### src/rtl/neonfox_regfile_p_if.sv
// neonfox_regfile_p_if: register-file bus between decode (master) and the register file (slave).
interface neonfox_regfile_p_if #(
  parameter int DATA_W = 16,
  parameter int ADDR_W = 5
);
  localparam int NB = DATA_W / 8;
  logic                  stall;
  logic                  wren;
  logic [ADDR_W-1:0]     w_addr;
  logic [DATA_W-1:0]     w_data;
  logic [NB-1:0]         w_be;
  logic [ADDR_W-1:0]     a_addr;
  logic [ADDR_W-1:0]     b_addr;
  logic [DATA_W-1:0]     a_data;
  logic [DATA_W-1:0]     b_data;
  logic                  dio_sel;
  logic [DATA_W-1:0]     dio_in;
  logic                  data_access;
  logic [2*DATA_W-1:0]   last_callx_addr;
  logic [2*DATA_W-1:0]   next_callx_addr;
  logic [2*DATA_W-1:0]   data_address;
  logic [DATA_W-1:0]     io_address;
  modport master (
    output stall, wren, w_addr, w_data, w_be, a_addr, b_addr, dio_sel, dio_in, data_access, last_callx_addr,
    input  a_data, b_data, next_callx_addr, data_address, io_address
  );
  modport slave (
    input  stall, wren, w_addr, w_data, w_be, a_addr, b_addr, dio_sel, dio_in, data_access, last_callx_addr,
    output a_data, b_data, next_callx_addr, data_address, io_address
  );
endinterface

### src/rtl/neonfox_regfile_p.sv
// neonfox_regfile_p: NeonFox GPR/special register file with two forwarded read ports and write-through pointers.
// Define REGFILE_AUTOINC_EN to enable post-increment of {dah,dal} on data_access.
module neonfox_regfile_p #(
  parameter int DATA_W  = 16,
  parameter int ADDR_W  = 5,
  parameter int NUM_GPR = 16,
  parameter int DA_INC  = 1
) (
  input logic               clk,
  input logic               rst,
  neonfox_regfile_p_if.slave bus
);
  localparam int NB = DATA_W / 8;
  localparam int SB = (1 << ADDR_W) - 8;
  localparam int GW = NUM_GPR > 1 ? $clog2(NUM_GPR) : 1;
  localparam logic [ADDR_W-1:0] A_NG  = ADDR_W'(NUM_GPR);
  localparam logic [ADDR_W-1:0] A_DAL = ADDR_W'(SB);
  localparam logic [ADDR_W-1:0] A_DAH = ADDR_W'(SB + 1);
  localparam logic [ADDR_W-1:0] A_IAL = ADDR_W'(SB + 2);
  logic [DATA_W-1:0] r_gpr [NUM_GPR];
  logic [DATA_W-1:0] r_spr [8];
  logic [ADDR_W-1:0] r_a_addr, r_b_addr, r_pw_addr;
  logic [DATA_W-1:0] r_a_val, r_b_val, r_pw_data;
  logic [NB-1:0]     r_pw_be;
  logic              r_pw_en, r_dio;
  logic              w_wr, w_inc, w_cur_a, w_cur_b, w_prv_a, w_prv_b;
  logic [DATA_W-1:0] w_a_raw, w_b_raw, w_cx_lo, w_cx_hi;
  function automatic logic is_spr(input logic [ADDR_W-1:0] ad);
    return &ad[ADDR_W-1:3];
  endfunction
  // cal/cah are writable but their read path is the live return address, so never forwarded
  function automatic logic fwd_ok(input logic [ADDR_W-1:0] ad);
    return ad < A_NG || (is_spr(ad) && !(ad[2:0] inside {3'd3, 3'd4, 3'd5}));
  endfunction
  function automatic logic [DATA_W-1:0] rd(input logic [ADDR_W-1:0] ad);
    return ad < A_NG ? r_gpr[ad[GW-1:0]] :
           !is_spr(ad) ? '0 :
           ad[2:0] == 3'd3 ? '0 :
           ad[2:0] == 3'd4 ? w_cx_lo :
           ad[2:0] == 3'd5 ? w_cx_hi : r_spr[ad[2:0]];
  endfunction
  assign {w_cx_hi, w_cx_lo} = bus.last_callx_addr;
  assign w_wr    = bus.wren & ~bus.stall & ~rst;
  assign w_a_raw = rd(bus.a_addr);
  assign w_b_raw = rd(bus.b_addr);
  assign w_cur_a = w_wr && bus.w_addr == r_a_addr && fwd_ok(r_a_addr);
  assign w_cur_b = w_wr && bus.w_addr == r_b_addr && fwd_ok(r_b_addr);
  assign w_prv_a = r_pw_en && r_pw_addr == r_a_addr && fwd_ok(r_a_addr);
  assign w_prv_b = r_pw_en && r_pw_addr == r_b_addr && fwd_ok(r_b_addr);
`ifdef REGFILE_AUTOINC_EN
  // an explicit pointer write in the same cycle wins over the increment
  assign w_inc = bus.data_access & ~(w_wr && (bus.w_addr == A_DAL || bus.w_addr == A_DAH));
`else
  logic w_unused;
  assign w_unused = bus.data_access;
  assign w_inc    = 1'b0;
`endif
  always_ff @(posedge clk or posedge rst) begin
    if (rst) begin
      for (int i = 0; i < NUM_GPR; i++) r_gpr[i] <= '0;
      for (int i = 0; i < 8; i++) r_spr[i] <= '0;
      r_a_addr  <= '0;
      r_b_addr  <= '0;
      r_a_val   <= '0;
      r_b_val   <= '0;
      r_pw_en   <= 1'b0;
      r_pw_addr <= '0;
      r_pw_data <= '0;
      r_pw_be   <= '0;
      r_dio     <= 1'b0;
    end else if (!bus.stall) begin
      r_a_addr  <= bus.a_addr;
      r_b_addr  <= bus.b_addr;
      r_a_val   <= w_a_raw;
      r_b_val   <= w_b_raw;
      r_pw_en   <= bus.wren;
      r_pw_addr <= bus.w_addr;
      r_pw_data <= bus.w_data;
      r_pw_be   <= bus.w_be;
      r_dio     <= bus.dio_sel;
      if (w_inc) {r_spr[1], r_spr[0]} <= {r_spr[1], r_spr[0]} + (2*DATA_W)'(DA_INC);
      for (int i = 0; i < NB; i++)
        if (bus.wren && bus.w_be[i]) begin
          if (bus.w_addr < A_NG) r_gpr[bus.w_addr[GW-1:0]][8*i +: 8] <= bus.w_data[8*i +: 8];
          else if (is_spr(bus.w_addr) && bus.w_addr[2:0] != 3'd3) r_spr[bus.w_addr[2:0]][8*i +: 8] <= bus.w_data[8*i +: 8];
        end
    end
  end
  for (genvar g = 0; g < NB; g++) begin : g_lane
    assign bus.a_data[8*g +: 8] = r_dio ? bus.dio_in[8*g +: 8] :
                                  (w_cur_a && bus.w_be[g]) ? bus.w_data[8*g +: 8] :
                                  (w_prv_a && r_pw_be[g]) ? r_pw_data[8*g +: 8] : r_a_val[8*g +: 8];
    assign bus.b_data[8*g +: 8] = (w_cur_b && bus.w_be[g]) ? bus.w_data[8*g +: 8] :
                                  (w_prv_b && r_pw_be[g]) ? r_pw_data[8*g +: 8] : r_b_val[8*g +: 8];
    assign bus.data_address[8*g +: 8] = (w_wr && bus.w_addr == A_DAL && bus.w_be[g]) ? bus.w_data[8*g +: 8] : r_spr[0][8*g +: 8];
    assign bus.data_address[DATA_W+8*g +: 8] = (w_wr && bus.w_addr == A_DAH && bus.w_be[g]) ? bus.w_data[8*g +: 8] : r_spr[1][8*g +: 8];
    assign bus.io_address[8*g +: 8] = (w_wr && bus.w_addr == A_IAL && bus.w_be[g]) ? bus.w_data[8*g +: 8] : r_spr[2][8*g +: 8];
  end
  assign bus.next_callx_addr = {r_spr[5], r_spr[4]};
endmodule

### src/flat_wrapper.sv
// flat-port wrapper written by rule: the top's interface ports become plain ports
module neonfox_regfile_p_flat 
#(
  parameter int DATA_W  = 16,
  parameter int ADDR_W  = 5,
  parameter int NUM_GPR = 16,
  parameter int DA_INC  = 1
)
  (clk, rst, bus_stall, bus_wren, bus_w_addr, bus_w_data, bus_w_be, bus_a_addr, bus_b_addr, bus_dio_sel, bus_dio_in, bus_data_access, bus_last_callx_addr, bus_a_data, bus_b_data, bus_next_callx_addr, bus_data_address, bus_io_address);
  neonfox_regfile_p_if #(.DATA_W(DATA_W), .ADDR_W(ADDR_W)) bus_i ();
  input logic clk;
  input logic rst;
  input wire logic [$bits(bus_i.stall)-1:0] bus_stall;
  input wire logic [$bits(bus_i.wren)-1:0] bus_wren;
  input wire logic [$bits(bus_i.w_addr)-1:0] bus_w_addr;
  input wire logic [$bits(bus_i.w_data)-1:0] bus_w_data;
  input wire logic [$bits(bus_i.w_be)-1:0] bus_w_be;
  input wire logic [$bits(bus_i.a_addr)-1:0] bus_a_addr;
  input wire logic [$bits(bus_i.b_addr)-1:0] bus_b_addr;
  input wire logic [$bits(bus_i.dio_sel)-1:0] bus_dio_sel;
  input wire logic [$bits(bus_i.dio_in)-1:0] bus_dio_in;
  input wire logic [$bits(bus_i.data_access)-1:0] bus_data_access;
  input wire logic [$bits(bus_i.last_callx_addr)-1:0] bus_last_callx_addr;
  output wire logic [$bits(bus_i.a_data)-1:0] bus_a_data;
  output wire logic [$bits(bus_i.b_data)-1:0] bus_b_data;
  output wire logic [$bits(bus_i.next_callx_addr)-1:0] bus_next_callx_addr;
  output wire logic [$bits(bus_i.data_address)-1:0] bus_data_address;
  output wire logic [$bits(bus_i.io_address)-1:0] bus_io_address;
  assign bus_i.stall = bus_stall;
  assign bus_i.wren = bus_wren;
  assign bus_i.w_addr = bus_w_addr;
  assign bus_i.w_data = bus_w_data;
  assign bus_i.w_be = bus_w_be;
  assign bus_i.a_addr = bus_a_addr;
  assign bus_i.b_addr = bus_b_addr;
  assign bus_i.dio_sel = bus_dio_sel;
  assign bus_i.dio_in = bus_dio_in;
  assign bus_i.data_access = bus_data_access;
  assign bus_i.last_callx_addr = bus_last_callx_addr;
  assign bus_a_data = bus_i.a_data;
  assign bus_b_data = bus_i.b_data;
  assign bus_next_callx_addr = bus_i.next_callx_addr;
  assign bus_data_address = bus_i.data_address;
  assign bus_io_address = bus_i.io_address;
  neonfox_regfile_p #(.DATA_W(DATA_W), .ADDR_W(ADDR_W), .NUM_GPR(NUM_GPR), .DA_INC(DA_INC)) u_core (.clk(clk), .rst(rst), .bus(bus_i));
endmodule
### config.mk
export PLATFORM = sky130hd
export DESIGN_NAME = neonfox_regfile_p_flat
export DESIGN_NICKNAME = d
export VERILOG_FILES = /design/src/rtl/neonfox_regfile_p_if.sv /design/src/rtl/neonfox_regfile_p.sv /design/src/flat_wrapper.sv
export SDC_FILE = /design/constraint.sdc
export NUM_CORES = 1
export LEC_CHECK = 0
export ABC_CLOCK_PERIOD_IN_PS = 17500
export CAP_MARGIN = 15
export CORE_ASPECT_RATIO = 0.9
export CORE_MARGIN = 2
export CORE_UTILIZATION = 59
export CTS_CLUSTER_DIAMETER = 40
export DETAILED_ROUTE_END_ITERATION = 10
export PLACE_DENSITY = 0.81
export SLEW_MARGIN = 20
export SYNTH_ARGS = -nofsm -noshare
export SYNTH_HDL_FRONTEND = slang
export SYNTH_SLANG_ARGS = --single-unit
### constraint.sdc
create_clock -name clk -period 17.5 [get_ports clk]
set_input_delay 3.5 -clock clk [delete_from_list [all_inputs] [get_ports clk]]
set_output_delay 3.5 -clock clk [all_outputs]
set_load 0.05 [all_outputs]
==> results of run 1 <==
-- cells by family after synthesis --
family	share of synthesized area, %
mux	39.84
flops	44.16
simple gates	4.979
compound gates	6.293
buf+inv	4.025
xor+xnor	0.7106
-- registers in the layout (all words and copies together), names as in the netlist --
| name | count |
|---|---|
| u_core.r_spr | 80 |
| u_core.r_b_val | 16 |
| u_core.r_pw_be | 2 |
| u_core.r_a_val | 16 |
| u_core.r_a_addr | 5 |
| u_core.r_gpr | 256 |
| u_core.bus.next_callx_addr | 32 |
| u_core.r_b_addr | 5 |
| u_core.r_pw_data | 16 |
| u_core.r_pw_en | 1 |
| u_core.r_dio | 1 |
| u_core.r_pw_addr | 5 |
-- final cells by class --
type                            count  area (µm²)
Fill cell                        2774       13000
Multi-Input combinational cell   1205       12800
Sequential cell                   435       10890
Timing Repair Buffer              229        2175
Clock buffer                       65        1464
Tap cell                          547       684.4
Clock inverter                     38       442.9
Inverter                            6       35.03
Antenna cell                        3       7.507
-- cell usage in the layout (no fill, tap or decap), types with 6 or more instances in the layout --
master,count
clkinv_2,7
buf_4,37
a2111oi_0,12
nand2b_1,9
clkinv_4,8
nand4_1,8
o22a_1,20
nor2_1,53
a2bb2oi_1,11
dfrtp_1,435
o2bb2ai_1,16
nand3b_1,7
a211o_1,12
mux4_1,22
a31oi_1,13
clkdlybuf4s50_1,184
a22o_1,6
nand3_1,21
a22oi_1,19
bufinv_16,6
nor3_1,12
o21ai_0,18
clkbuf_16,55
o22ai_1,20
a211oi_1,9
buf_2,7
a21oi_1,38
xnor2_1,17
a221oi_1,6
nand2_1,45
nor2b_1,23
nor3_2,7
mux4_2,104
mux2i_1,137
inv_6,11
mux2_2,490
-- where the power goes --
part           internal (mW)  switching [mW]  leakage [nW]
combinational          0.219           0.274          5.94
clock                  0.699           0.475         0.934
sequential              1.09          0.0682          5.83
-- critical path, cell delays in order --
cell	delay (ns)
clkdlybuf4s50_1	1.14
inv_1	0.36
nor2_1	0.22
nand2_1	0.18
nor3_2	0.68
mux2_2	0.41
clkdlybuf4s50_1	0.72
-- worst paths after layout --
path	depth (start not counted)	end	slack [ns]	startpoint
hold / removal	1	u_core.r_a_val[5]	0.49	u_core.r_a_val[5]
setup / recovery	7	bus_data_address[5]	6.77	bus_w_addr[4]
hold reg to reg	1	u_core.r_a_val[5]	0.49	u_core.r_a_val[5]
max in group asynchronous	3	u_core.r_gpr[214]	12.33	rst
setup reg to reg	5	u_core.r_a_val[10]	15.19	u_core.r_gpr[42]
min in group asynchronous	2	u_core.r_pw_be[1]	3.78	rst
-- metrics by stage --
step,power [mW],utilization (%)
2_1_floorplan,1.507,-
3_3_place_gp,1.636,64.10
3_5_place_dp,1.654,64.10
4_1_cts,2.820,68.69
5_1_grt,2.906,68.66
6_report,2.824,68.67
-- metal layers --
| layer | vias up | share of wire [%] |
|---|---|---|
| met5 | - | 0.015 |
| met4 | 2 | 3.3 |
| met3 | 169 | 9.6 |
| met2 | 963 | 46 |
| met1 | 9042 | 41 |
| li1 | 7211 | - |
==> results.yml, run 1 <==
setup_path:
  crit_fanout: 17
  end_kind: "primary output"
  worstSetupPathType: "in2out"
  arrival_ns: 7.23
  cp.required_ns: 14.00
  start_kind: "input pin"
detailed_routing:
  avgRoutedWirePerCell_um: 28.08
  drc: 0
  postRouteAntennaNets: 0
  drt_iter0_markers: 1906
  wl_mm: 70.99
  viasPerCell: 6.878
  num_vias: 17390
  drtPass1Iterations: 7
global_route:
  grt_max_degree: 171
  gr-total-overflow: 0
  antenna_found_initial: 4
  grt_use_met1_pct: 45.55
  grt_use_met2_pct: 50.39
  grt_first_pass_wirelength_mm: 107.4
  track_usage_pct: 32.81
  met3_usage_pct: 7.727
  busiest_layer: "met2"
  grt_pass1_vias: 17550
synth:
  synthTopCellsByCount: "490 x mux2_2, 435 x dfrtp_1, 137 x mux2i_1, 104 x mux4_2, 80 x clkbuf_1"
  synth_edf_count: 0
  synth-main-ff-cell: "dfrtp_1"
  synth_cells: 1834
  seq_area_frac_synth_pct: 44.16
  yosysTopAreaCell: "dfrtp_1"
  syn-num-nets: 1921
  syn-cell-area_um2: 24650
  yosys.cell_types.count: 59
  async_reset_ff_share_pct: 100.0
  postSynthAreaPerCell_um2: 13.44
  synth_top_area_share_pct: 44.16
  ys_seq_elements: 435
  yosysWarnings: 0
  yosys-top-cells-area: "dfrtp_1 44%, mux2_2 22%, mux4_2 9.5%"
  yosysMostFrequentCell: "mux2_2"
timing:
  finalHoldViolCount: 0
  slew-limit-headroom_pct: 10.71
  tightest_slew_ns: 1.334
  min_period_ns: 10.73
  fin_hold_ws_ns: 0.4909
  clock_skew_ns: 0.01674
  worst_slack_ns: 6.773
  period_share_pct: 61.30
  setup_viol: 0
  slew_viol_final: 0
  max_freq_mhz: 93.22
  timing.setup.tns_ns: 0
  grt_setup_unrepaired: "false"
cts:
  clk_latency_ns: 0.61
  cts_buffer_depth: 3
  cts_tree: "yes"
  postCtsSetupBuffers: 0
  cts_buffers: 55
  postCtsResizedCells: 0
  root_buffer: "clkbuf_16"
  cts_max_level: 2
  cts_num_sinks: 435
  ctsHoldBuffers: 0
  clkTransAtPathRegs_ns: 0.06
floorplanning:
  start_util_pct: 59.42
  io_pins: 199
  die_w_um: 219.5
  die_height_um: 197.9
  rows: 71
  die-area_um2: 43440
  core_um2: 41490
placed_design:
  placed_area_um2: 26590
  place.gp.congestion: 0.8923
  dpl_worst_slack_ns: 6.894
  portBuffers: 197
  dp_hpwl_mm: 46.31
  dp_cells: 2422
min_path:
  hold_path.class: "reg2reg"
power:
  power.leakage_nw: 12.71
  power_density_nw_per_um2: 99.11
  peakVddDrop_v: 0.00008119
final_layout:
  fin_cells: 2528
  layout.nets: 2019
  syn_to_final_growth_pct: 15.57
  stdcell_area_um2: 28490
  drive_above_1_share_pct: 38.68
job:
  cap_viol_max_count: 0
run_status:
  status: "completed"
(Power assumes the default switching activity.)
==> run 2, diff against run 1 <==
Settings changed: ABC_CLOCK_PERIOD_IN_PS 17500 to 11200.
Clock period 17.5 ns to 11.2 ns, I/O delays scaled along.
==> results.yml, run 2 (synthesized netlist as in run 1, its figures left out) <==
cts:
  cts_buffers: 60
  cts_buffer_depth: 3
  ctsHoldBuffers: 0
  clkTransAtPathRegs_ns: 0.05
  postCtsResizedCells: 0
  root_buffer: "clkbuf_16"
  clk_latency_ns: 0.62
  cts_tree: "yes"
  cts_num_sinks: 435
  cts_max_level: 2
  postCtsSetupBuffers: 0
floorplanning:
  die_height_um: 197.9
  start_util_pct: 59.42
  io_pins: 199
  die_w_um: 219.5
  rows: 71
  die-area_um2: 43440
  core_um2: 41490
global_route:
  grt_pass1_vias: 17550
  antenna_found_initial: 2
  grt_max_degree: 172
  gr-total-overflow: 0
  track_usage_pct: 32.32
  grt_first_pass_wirelength_mm: 106.4
timing:
  slew-limit-headroom_pct: 24.69
  setup_viol: 0
  period_share_pct: 73.27
  min_period_ns: 8.206
  slew_viol_final: 0
  grt_setup_unrepaired: "false"
  clock_skew_ns: 0.01768
  tightest_slew_ns: 1.126
  timing.setup.tns_ns: 0
  worst_slack_ns: 2.994
  finalHoldViolCount: 0
  max_freq_mhz: 121.9
setup_path:
  cp.required_ns: 8.96
  arrival_ns: 5.97
  worstSetupPathType: "in2out"
  crit_fanout: 11
  start_kind: "input pin"
  end_kind: "primary output"
placed_design:
  portBuffers: 197
  placed_area_um2: 26600
  dp_hpwl_mm: 45.90
  dpl_worst_slack_ns: 3.218
  place.gp.congestion: 0.9284
  dp_cells: 2423
min_path:
  hold_path.class: "reg2reg"
detailed_routing:
  wl_mm: 69.74
  postRouteAntennaNets: 0
  dr_wl_met2_mm: 32.06
  num_vias: 17300
  top_layer: "met4"
  met1_length_mm: 28.80
  wl_met3_mm: 6.484
  viasPerCell: 6.812
  avgRoutedWirePerCell_um: 27.46
  drt_iter0_markers: 2073
  drc: 0
  drtPass1Iterations: 5
final_layout:
  syn_to_final_growth_pct: 16.60
  fin_cells: 2540
  layout.nets: 2026
  largest_reg_flops: 256
  stdcell_area_um2: 28750
  top_register: "u_core.r_gpr"
  fin_util_pct: 69.29
  layout_commonest_cell: "mux2_2"
  drive_above_1_share_pct: 38.87
  final_cell_mix: "490 x mux2_2, 435 x dfrtp_1, 184 x clkdlybuf4s50_1"
power:
  peakVddDrop_v: 0.0001273
  power.leakage_nw: 12.82
  power_density_nw_per_um2: 159.3
job:
  cap_viol_max_count: 0
run_status:
  status: "completed"
run 2: changes by cell type in the layout (fill, tap and decap cells not counted), sizes merged:
cell	previous run	this run
clkbuf	65	78
clkinvlp	3	7
inv	18	14
clkinv	17	14
buf	45	47
bufinv	6	7
diode	3	2
run 2: routing by layer:
layer | vias to the layer above | track usage (%)
met5 | - | 0
met4 | 0 | 13.76
met3 | 175 | 7.220
met2 | 906 | 48.49
met1 | 8983 | 45.59
li1 | 7239 | -
run 2: power by group:
group / total [mW] / internal (mW) / switching (mW)
sequential: 1.81 / 1.70 / 0.105
combinational: 0.765 / 0.342 / 0.423
clock: 2.01 / 1.24 / 0.768
total: 4.58 / 3.28 / 1.29
run 2: worst paths after layout:
kind | start | to | slack, ns | cells after the start
max in group asynchronous | rst | u_core.r_gpr[126] | 7.20 | 4
worst max register to register | u_core.r_gpr[103] | u_core.r_a_val[7] | 8.99 | 5
min in group asynchronous | rst | u_core.r_pw_data[12] | 2.25 | 2
worst min register to register | u_core.r_a_val[3] | u_core.r_a_val[3] | 0.49 | 1
worst min-delay path | u_core.r_a_val[3] | u_core.r_a_val[3] | 0.49 | 1
worst max-delay path | bus_w_addr[3] | bus_data_address[7] | 2.99 | 7
run 2: area by class of cell:
| cell class | instances | area, µm² |
|---|---|---|
| clock inverters | 36 | 446.7 |
| clock buffers | 78 | 1692 |
| flip-flops and latches | 435 | 10890 |
| well taps | 547 | 684.4 |
| fillers | 2763 | 12740 |
| repair buffers | 231 | 2210 |
| diodes | 2 | 5.005 |
| multi-input cells | 1205 | 12800 |
| inverters | 6 | 26.28 |
run 2: metrics by stage:
step	power, mW	hold WS, ns
floorplan	2.356	0.4587
global placement	2.554	0.4699
global route	4.721	0.5060
detailed placement	2.582	0.4796
CTS	4.581	0.4913
finish	4.578	0.4940
run 2: worst max-delay path: stages:
cell and delay, ns:
clkdlybuf4s50_1 0.90, nand2b_1 0.58, nor2_1 0.23, nand2_1 0.17, nor3_2 0.68, mux2_2 0.42
clkdlybuf4s50_1 0.72
